==> config.mk <==
export PLATFORM = sky130hd
export DESIGN_NAME = ascon_permutation_ctrl
export DESIGN_NICKNAME = d
export VERILOG_FILES = /design/src/rtl/ascon_permutation_ctrl.sv
export SDC_FILE = /design/constraint.sdc
export NUM_CORES = 1
export LEC_CHECK = 0
export ABC_AREA = 1
export BUFFER_PORTS_ARGS = -buffer_cell sky130_fd_sc_hd__buf_4
export CORE_AREA = 2 2 39 41
export CTS_CLUSTER_DIAMETER = 120
export DETAILED_ROUTE_END_ITERATION = 7
export DIE_AREA = 0 0 41 43
export GPL_TIMING_DRIVEN = 1
export PLACE_DENSITY = 0.59
export SKIP_CTS_REPAIR_TIMING = 1
export SLEW_MARGIN = 20
export SYNTH_ARGS = -nofsm -noshare
export SYNTH_HDL_FRONTEND = slang
export SYNTH_SLANG_ARGS = --single-unit
==> constraint.sdc <==
create_clock -name clock_i -period 1.8 [get_ports clock_i]
set_clock_uncertainty 0.15 [all_clocks]
set_input_delay 0.36 -clock clock_i [delete_from_list [all_inputs] [get_ports clock_i]]
set_output_delay 0.36 -clock clock_i [all_outputs]
set_load 0.01 [all_outputs]
==> src/rtl/ascon_permutation_ctrl.sv <==
// Round sequencer for the Ascon permutation datapath: walks the round index from the
// mode-dependent start round up to LAST_ROUND, driving the state mux select and load enable.
module ascon_permutation_ctrl #(
   parameter int LAST_ROUND = 11,
   parameter int ROUND_W    = 4
) (
   input  logic               clock_i,
   input  logic               resetb_i,
   input  logic               start_i,
   input  logic [1:0]         mode_i,
   output logic [ROUND_W-1:0] round_o,
   output logic               select_o,
   output logic               en_state_o,
   output logic               busy_o,
   output logic               done_o
);

   typedef enum logic [1:0] {
      IDLE  = 2'd0,
      FIRST = 2'd1,
      RUN   = 2'd2,
      DONE  = 2'd3
   } state_t;

   localparam logic [ROUND_W-1:0] LAST = ROUND_W'(LAST_ROUND);

   state_t               state_q, state_d;
   logic [ROUND_W-1:0]   count_q, count_d;
   logic [ROUND_W-1:0]   start_round;

   // Shorter permutations skip the leading rounds so every run ends on LAST_ROUND.
   always_comb begin
      case (mode_i)
         2'b01:   start_round = LAST - ROUND_W'(7);
         2'b10:   start_round = LAST - ROUND_W'(5);
         default: start_round = LAST - ROUND_W'(11);
      endcase
   end

   always_ff @(posedge clock_i or negedge resetb_i) begin
      if (!resetb_i) begin
         state_q <= IDLE;
         count_q <= '0;
      end else begin
         state_q <= state_d;
         count_q <= count_d;
      end
   end

   always_comb begin
      state_d    = state_q;
      count_d    = count_q;
      round_o    = '0;
      select_o   = 1'b0;
      en_state_o = 1'b0;
      busy_o     = 1'b0;
      done_o     = 1'b0;
      case (state_q)
         IDLE: begin
            if (start_i) begin
               state_d = FIRST;
               count_d = start_round;
            end
         end
         FIRST, RUN: begin
            select_o   = (state_q == FIRST);
            en_state_o = 1'b1;
            busy_o     = 1'b1;
            round_o    = count_q;
            // The final round is loaded at this edge; the counter parks at LAST.
            if (count_q == LAST) begin
               state_d = DONE;
            end else begin
               state_d = RUN;
               count_d = count_q + ROUND_W'(1);
            end
         end
         DONE: begin
            done_o  = 1'b1;
            round_o = LAST;
            state_d = IDLE;
            count_d = '0;
         end
         default: begin
            state_d = IDLE;
            count_d = '0;
         end
      endcase
   end

endmodule
==> impl_metrics.env <==
export IMPL_io_pins=13
export IMPL_drv_slew=0
export IMPL_cts_root_buffer="clkbuf_4"
export IMPL_tritoncts="yes"
export IMPL_drt_total_wl_um=1111
export IMPL_slew_headroom=0.8263
export IMPL_cts_buffers=3
export IMPL_viasPerCell=4.706
export IMPL_finalWorstSetupSlack_ps=-119.9
export IMPL_ant_nets=0
export IMPL_maxCapViolations=0
export IMPL_grt_max_degree=7
export IMPL_worstSetupEndpointType="output pin"
export IMPL_grt_busiest_layer="met2"
export IMPL_holdWs_ps=222.6
export IMPL_holdPathEnd="count_q[2]$_DFFE_PN0P_"
export IMPL_synthTopCellsByArea="dfrtp_1, ha_1, nand2_1, inv_1, nor2_4"
export IMPL_crit_path_max_fanout=4
export IMPL_reg2regPathDepth=8
export IMPL_r2r_slack_ps=210
export IMPL_antenna_found_initial=0
export IMPL_leakagePower_uw=0.0003598
export IMPL_io_buffers=12
export IMPL_dr_total_vias=480
export IMPL_crit_type="reg -> out"
export IMPL_failed_checks="negative setup slack"
export IMPL_synth_top_area_cell="dfrtp_1"
export IMPL_rr_startpoint="state_q[1]$_DFFE_PN0P_"
export IMPL_ys_seq_area_frac=0.3166
export IMPL_rows=14
export IMPL_nNetsFinal=99
export IMPL_hold_class="in -> reg"
export IMPL_syn_area_um2=474.2
export IMPL_period_minus_slack_ps=1920
export IMPL_first_pass_iters=4
export IMPL_wl_per_cell_um=10.89
export IMPL_cts_sinks=6
export IMPL_postPlaceCellArea_um2=591.8
export IMPL_rsz0062_at_grt="true"
export IMPL_final_cell_area_um2=673.1
export IMPL_tightest_slew_ps=259.6
export IMPL_critPathRequiredTime_ps=1290
export IMPL_dieArea_mm2=0.001763
export IMPL_path_clk_slew_ps=60
export IMPL_ys_types=16
export IMPL_use_met1=0.1863
export IMPL_dp_slack_ps=19.20
export IMPL_overflow=0
export IMPL_dp_hpwl_um=887.9
export IMPL_drt_iter0_markers=7
export IMPL_met3_usage=0.09424
export IMPL_ctsHtreeMaxLevel=1
export IMPL_gp_congestion=0.8684
export IMPL_syn_instance_count=67
export IMPL_power_per_cell_area_mw_per_mm2=1915
export IMPL_period_share=1.067
export IMPL_arrival_ps=1410
export IMPL_fin_util=0.4864
export IMPL_die_h_um=43
export IMPL_synth_seq_cells=6
export IMPL_start_util=0.3427
export IMPL_die_w_um=41
export IMPL_use_met2=0.2281
export IMPL_grt_pass1_wl_um=1800
export IMPL_vdd_drop_max_mv=0.8451
export IMPL_grt_pass1_vias=413
export IMPL_fin_cells=102
export IMPL_layout_drive_gt1_share=0.4070
export IMPL_syn_nets=78
export IMPL_yosys_warnings=0
export IMPL_startpoint_type="flop"
export IMPL_drc=0
export IMPL_dp_cells=96
export IMPL_grt_use_total=0.1615
export IMPL_worstReg2RegEnd="count_q[1]$_DFFE_PN0P_"
export IMPL_postSynthAreaPerCell_um2=7.078
export IMPL_max_clock_path_buffers=2
export IMPL_synthToLayoutAreaGrowth_pct=41.95
export IMPL_worstSkewPairLatency_ps=260
export IMPL_hold_viol=0
export IMPL_setup_viol=4
export IMPL_synth_top_area_frac=0.3166
export IMPL_antenna_cells=0
export IMPL_core_area_mm2=0.001384
export IMPL_hold_depth=4
export IMPL_min_from="start_i"
export IMPL_status="finished with violations"
export IMPL_fmax_mhz=520.9
==> placed cells by master, fill, tap and decap left out, types with 2 or more instances in the layout <==
cell type and instances:
a21oi_2 3, buf_4 16, clkbuf_4 3, dfrtp_1 6, ha_1 4, inv_1 8, inv_2 4, nand2_1 18
nand2_2 3, nand3_1 2, nor2_1 4, nor2_4 2, nor3_1 2, o21ai_0 3
==> metrics by stage <==
stage,power (µW),setup TNS (ps)
6_report,1289,-432.7
3_5_place_dp,1005,0
3_3_place_gp,997.2,0
4_1_cts,1141,-819.6
2_1_floorplan,726.4,0
5_1_grt,1418,-681.9
==> kinds of logic after synthesis <==
family,count (synthesis),synth area share
AOI/OAI and AO/OA,7,0.07387
adders and majority gates,6,0.1583
buffers and inverters,14,0.1187
DFF,6,0.3166
and+or+nand+nor,34,0.3325
==> worst max-delay path by stage <==
stage	endpoint	slack (ps)	cells after the start	start
global route	round_o[1]	-190	7	state_q[1]$_DFFE_PN0P_
global placement	round_o[0]	60	7	state_q[1]$_DFFE_PN0P_
finish	round_o[3]	-120	5	state_q[1]$_DFFE_PN0P_
floorplan	round_o[0]	60	6	state_q[0]$_DFFE_PN0P_
detailed placement	round_o[1]	20	7	state_q[1]$_DFFE_PN0P_
CTS	round_o[1]	-260	7	state_q[1]$_DFFE_PN0P_
==> worst max-delay path, cell delays in order, from the launching register on <==
cell and delay [ps]:
dfrtp_1 390, inv_2 80, ha_4 290, nand2_1 110
a21oi_2 150, buf_4 130
==> registers in the layout, indices dropped and copies added (netlist names) <==
| name | flops |
|---|---|
| count_q | 4 |
| state_q | 2 |
==> report_power, final <==
group | switching [µW] | internal, µW | total (µW)
sequential | 50.0 | 189 | 239
combinational | 499 | 420 | 919
clock | 54.8 | 75.8 | 131
==> synthesized netlist by cell type (all sizes together) <==
master / number
a21oi: 4
buf: 1
dfrtp: 6
ha: 6
inv: 13
nand2: 21
nand3: 2
nand4: 1
nor2: 7
nor3: 2
o21ai: 3
or2: 1
==> per-layer routing <==
metal / part of all wire / vias to the layer above
met5: 0 / -
met4: 0.015 / 0
met3: 0.074 / 5
met2: 0.51 / 13
met1: 0.40 / 219
li1: - / 243
==> final cells by class <==
cell class,instances,area [µm²]
multi-input combinational,47,299.0
timing repair buffer,17,130.1
fill,137,710.7
clock buffer,3,22.52
sequential,6,150.1
tap,16,20.02
inverter,13,51.30
No activity file was read; power rests on OpenSTA's default activity.
